$ cat config.mk
export PLATFORM = sky130hd
export DESIGN_NAME = instr_fetch_unit
export DESIGN_NICKNAME = d
export VERILOG_FILES = /design/src/rtl/instr_fetch_unit_pkg.sv /design/src/rtl/instr_fetch_unit_fetch_buffer.sv /design/src/rtl/instr_fetch_unit.sv
export SDC_FILE = /design/constraint.sdc
export NUM_CORES = 1
export LEC_CHECK = 0
export BUFFER_PORTS_ARGS = -buffer_cell sky130_fd_sc_hd__buf_2
export CORE_MARGIN = 3
export CORE_UTILIZATION = 36
export CTS_CLUSTER_DIAMETER = 40
export DETAILED_ROUTE_END_ITERATION = 6
export PLACE_DENSITY_LB_ADDON = 0.05
export SLEW_MARGIN = 20
export SYNTH_ARGS = -nofsm -noshare
export SYNTH_HDL_FRONTEND = slang
export SYNTH_SLANG_ARGS = --single-unit
$ cat constraint.sdc
create_clock -name clk -period 4.9 [get_ports clk]
set_clock_uncertainty 0.15 [all_clocks]
set_input_delay 0.49 -clock clk [delete_from_list [all_inputs] [get_ports clk]]
set_output_delay 0.49 -clock clk [all_outputs]
set_load 0.01 [all_outputs]
$ cat src/rtl/instr_fetch_unit_pkg.sv
// -----------------------------------------------------------------------------
// instr_fetch_unit_pkg
// Shared constants for the fetch unit and the controller that consumes it:
//   - RESET_PC_DEFAULT : default first fetch address after reset
//   - fetch_state_t    : fetch FSM state encodings
//   - instruction field bit positions (opcode, func3, func7)
//   - fetch_entry_t    : one buffered {instr, pc} pair
// -----------------------------------------------------------------------------
package instr_fetch_unit_pkg;

    localparam logic [31:0] RESET_PC_DEFAULT = 32'h0000_0000;

    typedef enum logic [1:0] {
        FETCH = 2'd0,   // no response pending; issue or hold a request
        WAIT  = 2'd1,   // one accepted request whose response will be kept
        DRAIN = 2'd2    // one accepted request whose response will be dropped
    } fetch_state_t;

    localparam int OP_LSB    = 0;
    localparam int OP_MSB    = 6;
    localparam int FUNC3_LSB = 12;
    localparam int FUNC3_MSB = 14;
    localparam int FUNC7_LSB = 25;
    localparam int FUNC7_MSB = 31;

    typedef struct packed {
        logic [31:0] instr;
        logic [31:0] pc;
    } fetch_entry_t;

endpackage

$ cat src/rtl/instr_fetch_unit_fetch_buffer.sv
// -----------------------------------------------------------------------------
// fetch_buffer
// Two-entry FIFO of {instr, pc} pairs between instruction memory and decode.
// Flush is synchronous and takes priority over push.
//   clk, rst             : clock, asynchronous active-high reset
//   push, push_instr/pc  : write one entry (ignored when full without a pop)
//   pop                  : remove the head entry (ignored when empty)
//   flush                : empty the FIFO at the next edge
//   head_valid           : FIFO non-empty
//   head_instr, head_pc  : oldest entry
//   count                : current occupancy (0..2)
// -----------------------------------------------------------------------------
module fetch_buffer
    import instr_fetch_unit_pkg::*;
(
    input  logic        clk,
    input  logic        rst,
    input  logic        push,
    input  logic [31:0] push_instr,
    input  logic [31:0] push_pc,
    input  logic        pop,
    input  logic        flush,
    output logic        head_valid,
    output logic [31:0] head_instr,
    output logic [31:0] head_pc,
    output logic [1:0]  count
);

    fetch_entry_t entries [2];
    logic         wr_ptr;
    logic         rd_ptr;
    logic         do_push;
    logic         do_pop;

    assign do_pop  = pop & (count != 2'd0);
    assign do_push = push & ((count != 2'd2) | do_pop);

    always_ff @(posedge clk or posedge rst) begin
        if (rst) begin
            wr_ptr <= 1'b0;
            rd_ptr <= 1'b0;
            count  <= 2'd0;
        end else if (flush) begin
            wr_ptr <= 1'b0;
            rd_ptr <= 1'b0;
            count  <= 2'd0;
        end else begin
            if (do_push) wr_ptr <= ~wr_ptr;
            if (do_pop)  rd_ptr <= ~rd_ptr;
            // Push and pop together leave the occupancy unchanged.
            count <= count + {1'b0, do_push} - {1'b0, do_pop};
        end
    end

    // NOTE: storage has no reset; an entry is only visible once count says it
    // was written, and the top gates the decode outputs to zero when empty.
    always_ff @(posedge clk) begin
        if (do_push && !flush) begin
            entries[wr_ptr] <= '{instr: push_instr, pc: push_pc};
        end
    end

    assign head_valid = (count != 2'd0);
    assign head_instr = entries[rd_ptr].instr;
    assign head_pc    = entries[rd_ptr].pc;

endmodule

$ cat src/rtl/instr_fetch_unit.sv
// -----------------------------------------------------------------------------
// instr_fetch_unit
// Fetches word-aligned instructions with at most one outstanding memory
// request, buffers them in a 2-entry FIFO and presents the head to decode.
//   clk, rst                        : clock, asynchronous active-high reset
//   imem_req_valid/ready/addr       : fetch request channel
//   imem_rsp_valid/data             : response channel (after acceptance)
//   redirect, redirect_pc           : taken branch/jump from execute
//   dec_valid/ready                 : decode handshake
//   dec_instr, dec_pc, dec_pc_plus4 : head instruction and its address
//   dec_op, dec_func3, dec_func7    : raw field slices of dec_instr
// -----------------------------------------------------------------------------
module instr_fetch_unit
    import instr_fetch_unit_pkg::*;
#(
    parameter logic [31:0] RESET_PC = RESET_PC_DEFAULT
) (
    input  logic        clk,
    input  logic        rst,
    output logic        imem_req_valid,
    input  logic        imem_req_ready,
    output logic [31:0] imem_req_addr,
    input  logic        imem_rsp_valid,
    input  logic [31:0] imem_rsp_data,
    input  logic        redirect,
    input  logic [31:0] redirect_pc,
    output logic        dec_valid,
    input  logic        dec_ready,
    output logic [31:0] dec_instr,
    output logic [31:0] dec_pc,
    output logic [31:0] dec_pc_plus4,
    output logic [6:0]  dec_op,
    output logic [2:0]  dec_func3,
    output logic [6:0]  dec_func7
);

    fetch_state_t state;
    logic [31:0]  pc;            // address of the next request to issue
    logic         stale;         // unaccepted request was overtaken by a redirect
    logic [31:0]  redirect_target;
    logic [31:0]  pc_after;
    logic [1:0]   fifo_count;
    logic [1:0]   count_after;
    logic         accept;
    logic         rsp_taken;
    logic         push;
    logic         pop;
    logic         idle_after;
    logic         issue;
    logic         head_valid;
    logic [31:0]  head_instr;
    logic [31:0]  head_pc;
    logic         unused_pc_bits;

    assign redirect_target = {redirect_pc[31:2], 2'b00};
    assign unused_pc_bits  = ^redirect_pc[1:0];

    assign accept    = imem_req_valid & imem_req_ready;
    // Responses only count while one is owed; anything else (e.g. a late
    // response to a request that was in flight at reset) is ignored.
    assign rsp_taken = imem_rsp_valid & (state != FETCH);
    assign push      = rsp_taken & (state == WAIT) & ~redirect;
    assign pop       = head_valid & dec_ready;

    // NOTE: every signal gets a default first so no path leaves it unassigned
    // and no latch is inferred.
    always_comb begin
        pc_after = pc;
        if (redirect) begin
            pc_after = redirect_target;
        end else if (accept && !stale) begin
            pc_after = pc + 32'd4;   // wraps naturally at 2^32
        end

        count_after = fifo_count + {1'b0, push} - {1'b0, pop};
        if (redirect) begin
            count_after = 2'd0;
        end

        // Nothing pending or outstanding after this edge, so a new request may
        // start if the FIFO will still have room for its response.
        idle_after = rsp_taken | ((state == FETCH) & ~imem_req_valid);
        issue      = idle_after & (count_after < 2'd2);
    end

    // NOTE: sequential state uses non-blocking assignments so every register
    // samples pre-edge values regardless of statement order.
    always_ff @(posedge clk or posedge rst) begin
        if (rst) begin
            state          <= FETCH;
            pc             <= RESET_PC;
            stale          <= 1'b0;
            imem_req_valid <= 1'b0;
            imem_req_addr  <= 32'd0;
        end else begin
            pc <= pc_after;
            case (state)
                FETCH: begin
                    if (accept) begin
                        imem_req_valid <= 1'b0;
                        stale          <= 1'b0;
                        state          <= (stale || redirect) ? DRAIN : WAIT;
                    end else if (imem_req_valid) begin
                        // Request and address stay put; only its fate changes.
                        if (redirect) stale <= 1'b1;
                    end else if (issue) begin
                        imem_req_valid <= 1'b1;
                        imem_req_addr  <= pc_after;
                    end
                end
                WAIT: begin
                    if (imem_rsp_valid) begin
                        state <= FETCH;
                        if (issue) begin
                            imem_req_valid <= 1'b1;
                            imem_req_addr  <= pc_after;
                        end
                    end else if (redirect) begin
                        state <= DRAIN;
                    end
                end
                DRAIN: begin
                    if (imem_rsp_valid) begin
                        state <= FETCH;
                        if (issue) begin
                            imem_req_valid <= 1'b1;
                            imem_req_addr  <= pc_after;
                        end
                    end
                end
                default: state <= FETCH;
            endcase
        end
    end

    // imem_req_addr still holds the accepted address while its response is owed.
    fetch_buffer u_fetch_buffer (
        .clk        (clk),
        .rst        (rst),
        .push       (push),
        .push_instr (imem_rsp_data),
        .push_pc    (imem_req_addr),
        .pop        (pop),
        .flush      (redirect),
        .head_valid (head_valid),
        .head_instr (head_instr),
        .head_pc    (head_pc),
        .count      (fifo_count)
    );

    assign dec_valid    = head_valid;
    assign dec_instr    = head_valid ? head_instr : 32'd0;
    assign dec_pc       = head_valid ? head_pc : 32'd0;
    assign dec_pc_plus4 = head_valid ? (head_pc + 32'd4) : 32'd0;
    assign dec_op       = dec_instr[OP_MSB:OP_LSB];
    assign dec_func3    = dec_instr[FUNC3_MSB:FUNC3_LSB];
    assign dec_func7    = dec_instr[FUNC7_MSB:FUNC7_LSB];

endmodule

### Word level (Yosys, flattened, before mapping)

Memories as Yosys holds them, arrays and structs flattened.
Index checks and enable logic that the tools add are counted.

| storage, ports and cells | value |
|---|---|
| bits in latches | 0 |
| ROM bits | 0 |
| input port bits | 70 |
| RAM bits | 128 |
| memories kept | 1 |
| word-level logic and storage cells | 92 |
| bits in registers | 72 |
| output and inout port bits | 147 |

Memories:

| name | words | width | read ports | clocked after Yosys merged registers in | wr ports | RTL line | source |
|---|---|---|---|---|---|---|---|
| u_fetch_buffer.entries | 2 | 64 | 1 | 0 | 1 | instr_fetch_unit_fetch_buffer.sv:29 | `fetch_entry_t entries [2];` |

| cells by class | value |
|---|---|
| order comparisons | 1 |
| divide/modulo/power cells | 0 |
| muxes and demuxes | 33 |
| multipliers | 0 |
| reduce and logical (&&, ||, !) cells | 18 |
| bitwise operators | 15 |
| add/subtract/negate cells | 6 |
| equal/unequal tests | 10 |
| shift operators | 0 |

Operators with widths:

| cell | count |
|---|---|
| $mux W32 | 9 |
| $add A32 B3 Y32 const B | 2 |
| $pmux W32 S2 | 1 |
| $mux W1 | 14 |
| $mux W2 | 7 |
| $reduce_bool A2 Y1 | 7 |
| $ne A2 B2 Y1 const B | 5 |
| $and A1 B1 Y1 | 9 |
| $reduce_and A3 Y1 | 3 |
| $pmux W2 S3 | 1 |
| $add A2 B1 Y2 | 2 |
| $ne A2 B1 Y1 const B | 2 |
| $not A1 Y1 | 4 |
| $reduce_and A4 Y1 | 1 |
| $sub A2 B1 Y2 | 2 |
| $ne A3 B3 Y1 const B | 1 |
| $eq A2 B1 Y1 const B | 1 |
| $eq A2 B2 Y1 const B | 1 |
| $logic_and A1 B1 Y1 | 2 |
| $logic_not A1 Y1 | 2 |
| $logic_not A2 Y1 | 1 |
| $lt A2 B2 Y1 const B | 1 |
| $or A1 B1 Y1 | 2 |
| $pmux W1 S2 | 1 |
| other kinds (2) | 2 |

### Depth between registers and ports, before layout

Gate-level depths: netlist of the first run.

| logic depth | value |
|---|---|
| word-level depth | 13 |
| gate-level depth with buffers | 13 |
| depth with buffers taken out | 9 |

### Modules after synthesis

A second synthesis of the first run with hierarchy kept.

| unflattened totals | value |
|---|---|
| cells, all modules | 779 |
| area total of the unflattened synthesis | 9658.0 um2 |

Modules (own cells, without submodules):

| module | area each (um2) | instances | seq. area each (um2) | cells an instance |
|---|---|---|---|---|
| fetch_buffer | 4882.2 | 1 | 3943.8 | 222 |
| instr_fetch_unit | 4775.8 | 1 | 1701.6 | 557 |

### Least setup slack after synthesis of the first run

No wires, ideal clock.

| path | value |
|---|---|
| path kind | in2reg |
| from | input port redirect |
| to | memory u_fetch_buffer.entries[0][0] (netlist name), enable pin |
| required time | 4256 ps |
| setup time | 494 ps |
| arrival | 4110 ps |
| path buffers | 2 |
| stages on the path | 4 |
| slack | 146 ps |
| path through | clkbuf_1 -> clkbuf_1 -> nor4_1 -> nor2b_1 |

| on the way | value |
|---|---|
| word-level cells in the longest chain between the ends | 6 |
| elaborated cells on any way between the ends | 7 |
| those cells by class | mux: 2; bitwise: 3; reduce/logical: 2 |

RTL lines:

| what | RTL line | source |
|---|---|---|
| from (decl) | instr_fetch_unit.sv:25 | `input logic redirect,` |
| $not A1 Y1 | instr_fetch_unit.sv:62 | `assign push = rsp_taken & (state == WAIT) & ~redirect;` |
| $and A1 B1 Y1 | instr_fetch_unit.sv:62 |  |
| $and A1 B1 Y1 | instr_fetch_unit_fetch_buffer.sv:36 | `assign do_push = push & ((count != 2'd2) \| do_pop);` |
| $logic_and A1 B1 Y1 * | instr_fetch_unit_fetch_buffer.sv:58 | `if (do_push && !flush) begin` |
| $mux W1 * | instr_fetch_unit_fetch_buffer.sv:58 |  |
| $mux W1 (not written as such) * | instr_fetch_unit_fetch_buffer.sv:59 | `entries[wr_ptr] <= '{instr: push_instr, pc: push_pc};` |
| to (decl) | instr_fetch_unit_fetch_buffer.sv:29 |  |

Mark *: on every way between the ends. The rest lies on a longest branch, timed or not.

### Worst setup path after layout of the first run

| path | value |
|---|---|
| from | register u_fetch_buffer.rd_ptr |
| to | output port dec_pc_plus4[28] |

| on the way | value |
|---|---|
| word-level cells in the longest chain between the ends | 3 |

RTL lines:

| what | RTL line | source |
|---|---|---|
| from (decl) | instr_fetch_unit_fetch_buffer.sv:31 | `logic rd_ptr;` |
| from (signal assigned) | instr_fetch_unit_fetch_buffer.sv:49 | `if (do_pop) rd_ptr <= ~rd_ptr;` |
| $mem_v2 Z2 W64 | - |  |
| $add A32 B3 Y32 | instr_fetch_unit.sv:154 | `assign dec_pc_plus4 = head_valid ? (head_pc + 32'd4) : 32'd0;` |
| $mux W32 | instr_fetch_unit.sv:154 |  |
| to (decl) | instr_fetch_unit.sv:31 | `output logic [31:0] dec_pc_plus4,` |

No other way between the ends.

==> flow_metrics.tcl, run 1 <==
set metrics [dict create \
    r2r_start "u_fetch_buffer.count[1]" \
    async_flop_share_pct 36.00 \
    finalHoldViolations 0 \
    cts_resized 0 \
    worst_slack_ns 0.8718 \
    route.detailed.wl_per_inst_um 18.83 \
    gp_congestion 0.7976 \
    io_buffers 214 \
    initial_core_util_pct 36.81 \
    setup_tns_ns 0 \
    synth_top_cell_area_share_pct 39.96 \
    peakVddDrop_mv 0.3135 \
    crit_type "flop to output port" \
    ant_nets 0 \
    arrival_ns 3.39 \
    cts.path.max_buffers 2 \
    ys_ff_latch 200 \
    fin_area_um2 11470 \
    reg2regPathDepth 11 \
    p_leak_nw 4.535 \
    cp-end-kind "output port" \
    wl_met1_um 11860 \
    dp_cells 1300 \
    wl_met2_um 11640 \
    die_x_um 169.5 \
    crit_family "simple AND/OR/NAND/NOR gates" \
    slowest_stage "dfrtp_4" \
    cp_slowest_stage_delay_ns 0.91 \
    die_y_um 169.5 \
    cts_tree "built" \
    yosysWarnings 0 \
    rows 59 \
    synth_edf_count 128 \
    finalPower_mw 6.106 \
    grt_start_max_net_pins 80 \
    setup_viol 0 \
    routed_wl_um 25080 \
    holdPathStages 1 \
    drt-initial-drc-count 351 \
    viasPerCell 5.135 \
    cp_cell_sequence "mux2_2 -> ha_1 -> and2_1 -> nand3_1 -> nor4_1 -> mux2_2 -> buf_2" \
    synth_area_um2 9619 \
    crit_end "dec_pc_plus4[28]" \
    cp-start-kind "flop" \
    syn_nets 879 \
    placed_area_um2 10880 \
    cts_htree_levels 4 \
    drt_first_pass_iters 6 \
    ys_types 62 \
    rsz0062_at_grt "no" \
    diodes 0 \
    grt_pass1_vias 6558 \
    worstSetupStartpoint "u_fetch_buffer.rd_ptr" \
    syn_avg_cell_area_um2 12.02 \
    pre_cts_ws_ns 1.257 \
    slew_headroom_pct 36.65 \
    max_freq_ghz 0.2482 \
    p_per_area_nw_per_um2 532.3 \
    regToRegSetupSlack_ns 1.80 \
    grt_pass1_wl_um 38140 \
    yosysMostFrequentCell "edfxtp_1" \
    worst_path_most_repeated_cell "mux2_2" \
    hold_path_class "input port to flop" \
    area_delta_synth_final_pct 19.25 \
    min_period_ns 4.028 \
    cp.required_ns 4.26 \
    hold_buffers 0 \
    period_share_pct 82.21 \
    cts_made_buffers 17 \
    grt_usage_pct 17.16 \
    final_nets 1063 \
    core_area_um2 26130 \
    dieArea_um2 28720 \
    cts.clk_slew.worst_paths_ns 0.08 \
    dp_hpwl_um 17930 \
    maxCapViolCount 0 \
    gr-total-overflow 0 \
    clock-sinks 200 \
    r2r_end "imem_req_addr[23]" \
    vias 6840 \
    report.final.slew_viol_count 0 \
    worst-slew-pin-transition_ns 0.9488 \
    postCtsSetupBuffers 0 \
    clockRootBuffer "clkbuf_16" \
    cp.depth 7 \
    insertion_delay_ns 0.43 \
    cp.buffers_inverters 1 \
    synth.largest_area_cell "edfxtp_1" \
    synthTopCellsByCount "edfxtp_1 (128), nor2_1 (95), dfrtp_1 (72)" \
    antenna_found_initial 0 \
    fin_cells 1332 \
    fin_util_pct 43.90 \
    synth_area_leaders "edfxtp_1 (40%), dfrtp_1 (19%), mux2i_1 (6.3%)" \
    synthFlopType "edfxtp_1" \
    seq_area_frac_synth_pct 58.69 \
    ioPinCount 217 \
    drc 0 \
    syn_inst 800 \
    routed.top_layer "met4" \
    fin_hold_ws_ns 0.09170 \
    outcome "completed" \
    routed-wl-met3_um 1284 \
    drive_above_1_share_pct 30.89 \
    cp_max_fo 56 \
]
-- cell type report --
cell class	instances	area, µm²
inverter	15	56.30
clock inverter	15	168.9
multi-input combinational	523	3583
sequential	200	5649
fill	2553	14660
tap	335	419.2
timing repair buffer	227	1169
clock buffer	17	425.4
-- how the worst min path moves through the flow --
stage                       from                            end  slack (ns)
6_report       imem_rsp_data[22]  u_fetch_buffer.entries[0][54]        0.09
5_1_grt        imem_rsp_data[19]  u_fetch_buffer.entries[0][51]        0.07
4_1_cts        imem_rsp_data[22]  u_fetch_buffer.entries[0][54]        0.07
3_5_place_dp    imem_req_addr[1]   u_fetch_buffer.entries[0][1]        0.34
3_3_place_gp    imem_req_addr[1]   u_fetch_buffer.entries[0][1]        0.33
2_1_floorplan              pc[0]                          pc[0]        0.32
-- cells in the final DEF (no fill, tap or decap), types with 20 or more instances in the layout --
cell type,instances
nand2_1,46
nand3_1,27
mux2_2,36
buf_2,214
dfrtp_1,71
mux2i_1,61
edfxtp_1,128
o21ai_0,20
nor2_1,94
xnor2_1,21
-- registers in the layout (all words and copies together), names as in the netlist --
name	flops
pc	32
u_fetch_buffer.wr_ptr	1
u_fetch_buffer.entries	128
imem_req_addr	32
imem_req_valid	1
stale	1
state	2
u_fetch_buffer.count	2
u_fetch_buffer.rd_ptr	1
-- layer usage --
layer / vias to the layer above / GRT usage [%]
li1: 3301 / -
met3: 18 / 3.284
met5: - / 0
met2: 191 / 27.58
met1: 3330 / 24.33
met4: 0 / 3.841
-- cells by family after synthesis --
group | share of synthesized area (%)
DFF | 58.69
AOI/OAI and AO/OA | 7.427
adders and majority gates | 1.171
buffers and inverters | 4.227
xor gates and xnor gates | 3.005
and+or+nand+nor | 14.92
muxes | 10.56
-- worst register-to-register path, cell delays in order, from the launching register on --
cell and delay (ns):
dfrtp_1 0.46, nor2_4 0.11, inv_1 0.06, and2_1 0.15, ha_1 0.26, nor4bb_1 0.31
xnor2_1 0.12, buf_4 0.19, o21ai_2 0.39, inv_1 0.22, buf_4 0.27, mux2_2 0.31
-- power by group --
part           internal, mW  total, mW  switching, mW
clock network         0.695       1.41          0.713
logic                 0.973       2.31           1.33
registers              2.07       2.39          0.318
total                  3.74       6.11           2.36
(Power assumes the default switching activity.)
==> run 2: changes to the inputs <==
==> constraint.sdc (replaced) <==
create_clock -name clk -period 4.1 [get_ports clk]
set_clock_uncertainty 0.15 [all_clocks]
set_input_delay 0.41 -clock clk [delete_from_list [all_inputs] [get_ports clk]]
set_output_delay 0.41 -clock clk [all_outputs]
set_load 0.01 [all_outputs]
==> run 2 against run 1 <==
Compared with the run above: total power grew 18%; setup slack lost 0.52 ns; critical endpoint is now dec_pc_plus4[26]; non-clock buffer count grew 14; core utilization grew 0.54 points; sequential power grew 18%; largest power group unchanged.
==> flow_metrics.tcl, run 2 (synthesis results as in run 1) <==
set metrics [dict create \
    outcome "completed" \
    final_cell_mix "buf_2 (214), edfxtp_1 (128), nor2_1 (94)" \
    drc 0 \
    cts.clk_slew.worst_paths_ns 0.08 \
    hold_path_class "input port to flop" \
    grt_start_max_net_pins 80 \
    rows 59 \
    maxCapViolCount 0 \
    cts_made_buffers 17 \
    grt_pass1_vias 6673 \
    route.detailed.wl_per_inst_um 18.46 \
    cp-end-kind "output port" \
    placed_area_um2 10940 \
    worst_slack_ns 0.3471 \
    io_buffers 214 \
    busiest_layer "met2" \
    crit_type "flop to output port" \
    fin_area_um2 11610 \
    cp-start-kind "flop" \
    regMostFlops "u_fetch_buffer.entries" \
    cts.path.max_buffers 2 \
    clock-sinks 200 \
    initial_core_util_pct 36.81 \
    slew_headroom_pct 31.33 \
    report.final.slew_viol_count 0 \
    fill_cells 2525 \
    core_area_um2 26130 \
    largestRegisters "u_fetch_buffer.entries x128, imem_req_addr x32, pc x32" \
    cts_htree_levels 4 \
    insertion_delay_ns 0.43 \
    clockRootBuffer "clkbuf_16" \
    multiInputGateArea_um2 3583 \
    period_share_pct 91.53 \
    cts_resized 0 \
    grt_use_met1_pct 24.41 \
    seqCellArea_um2 5649 \
    die_y_um 169.5 \
    rsz0062_at_grt "no" \
    viasPerCell 5.079 \
    antenna_found_initial 0 \
    routed_wl_um 24850 \
    drt_first_pass_iters 7 \
    pre_cts_ws_ns 0.6576 \
    setup_tns_ns 0 \
    dp_hpwl_um 18070 \
    reg2regPathDepth 10 \
    min_period_ns 3.753 \
    drive_above_1_share_pct 30.86 \
    cp.required_ns 3.54 \
    cts_tree "built" \
    ioPinCount 217 \
    final_nets 1077 \
    grt_pass1_wl_um 38240 \
    vias 6836 \
    ant_nets 0 \
    use_met2_pct 27.93 \
    die_x_um 169.5 \
    largest_reg_flops 128 \
    grt_usage_pct 17.18 \
    postCtsSetupBuffers 0 \
    gr-total-overflow 0 \
    r2r_start "u_fetch_buffer.count[1]" \
    diodes 0 \
    drt-initial-drc-count 354 \
    worst-slew-pin-transition_ns 1.023 \
    p_per_area_nw_per_um2 622.6 \
    regToRegSetupSlack_ns 0.69 \
    arrival_ns 3.19 \
    peakVddDrop_mv 0.2949 \
    fin_hold_ws_ns 0.01809 \
    p_leak_nw 4.586 \
    max_freq_ghz 0.2665 \
    gp_congestion 0.8042 \
    final_common_cell "buf_2" \
    worstHoldStart "imem_rsp_data[27]" \
    r2r_end "imem_req_addr[29]" \
    dieArea_um2 28720 \
    hold_end "u_fetch_buffer.entries[1][59]" \
    cp_max_fo 40 \
    holdPathStages 1 \
    setup_viol 0 \
    finalHoldViolations 0 \
    use_met3_pct 2.446 \
    area_delta_synth_final_pct 20.71 \
]
-- run 2: changes by cell type in the layout (fill, tap and decap cells not counted), sizes merged --
cell / previous run / this run
buf: 227 / 231
inv: 26 / 21
clkbuf: 17 / 18
clkinv: 4 / 6
dlygate4sd3: 0 / 10
clkinvlp: 0 / 2
-- run 2: metrics by stage --
step / util, % / cells / power (mW)
3_5_place_dp: 41.88 / 1304 / 5.705
5_1_grt: 44.43 / 1346 / 7.689
4_1_cts: 44.39 / 1345 / 7.346
3_3_place_gp: 41.88 / 1304 / 5.687
2_1_floorplan: - / 800 / 4.620
6_report: 44.43 / 1346 / 7.229
-- run 2: layout make-up --
| type | instances | area share, % |
|---|---|---|
| sequential | 200 | 48.65 |
| multi-input combinational | 523 | 30.86 |
| timing repair buffer | 241 | 11.51 |
| clock buffer | 18 | 3.696 |
| tap | 335 | 3.610 |
| clock inverter | 14 | 1.185 |
| inverter | 15 | 0.4849 |
-- run 2: how the worst max path moves through the flow --
| stage | slack (ns) | cells past startpoint | end | startpoint |
|---|---|---|---|---|
| finish | 0.35 | 7 | dec_pc_plus4[26] | u_fetch_buffer.rd_ptr |
| global route | 0.08 | 7 | dec_pc_plus4[26] | u_fetch_buffer.rd_ptr |
| CTS | 0.27 | 7 | dec_pc_plus4[26] | u_fetch_buffer.rd_ptr |
| detailed placement | 0.66 | 10 | imem_req_addr[18] | u_fetch_buffer.count[1] |
| global placement | 0.63 | 10 | imem_req_addr[20] | u_fetch_buffer.count[1] |
| floorplan | 0.56 | 5 | u_fetch_buffer.entries[0][0] | state[0] |
-- run 2: report_power, final --
group	internal, mW	switching (mW)	total [mW]	leakage [nW]
logic	1.17	1.61	2.78	2.31
registers	2.48	0.349	2.83	2.00
clock network	0.808	0.809	1.62	0.272
total	4.46	2.77	7.23	4.59
-- run 2: worst max-delay path, cell delays in order (launching register included) --
cell and delay [ns]:
dfrtp_4 0.78, mux2_2 0.29, ha_1 0.19, and2_1 0.32, nand4_2 0.27, or4b_1 0.56
a21oi_1 0.18, buf_2 0.18
-- run 2: timing repair --
| item | 4_1_cts | 5_1_grt |
|---|---|---|
| hold endpoints to repair | 35 | 2 |
| hold buffers | 9 | 1 |
| setup endpoints to repair | 0 | 0 |
-- run 2: routing by layer --
layer,vias to the layer above,share of wire (%)
met5,-,0
met4,0,0.97
met3,15,3.9
met2,177,47
met1,3309,48
li1,3335,-
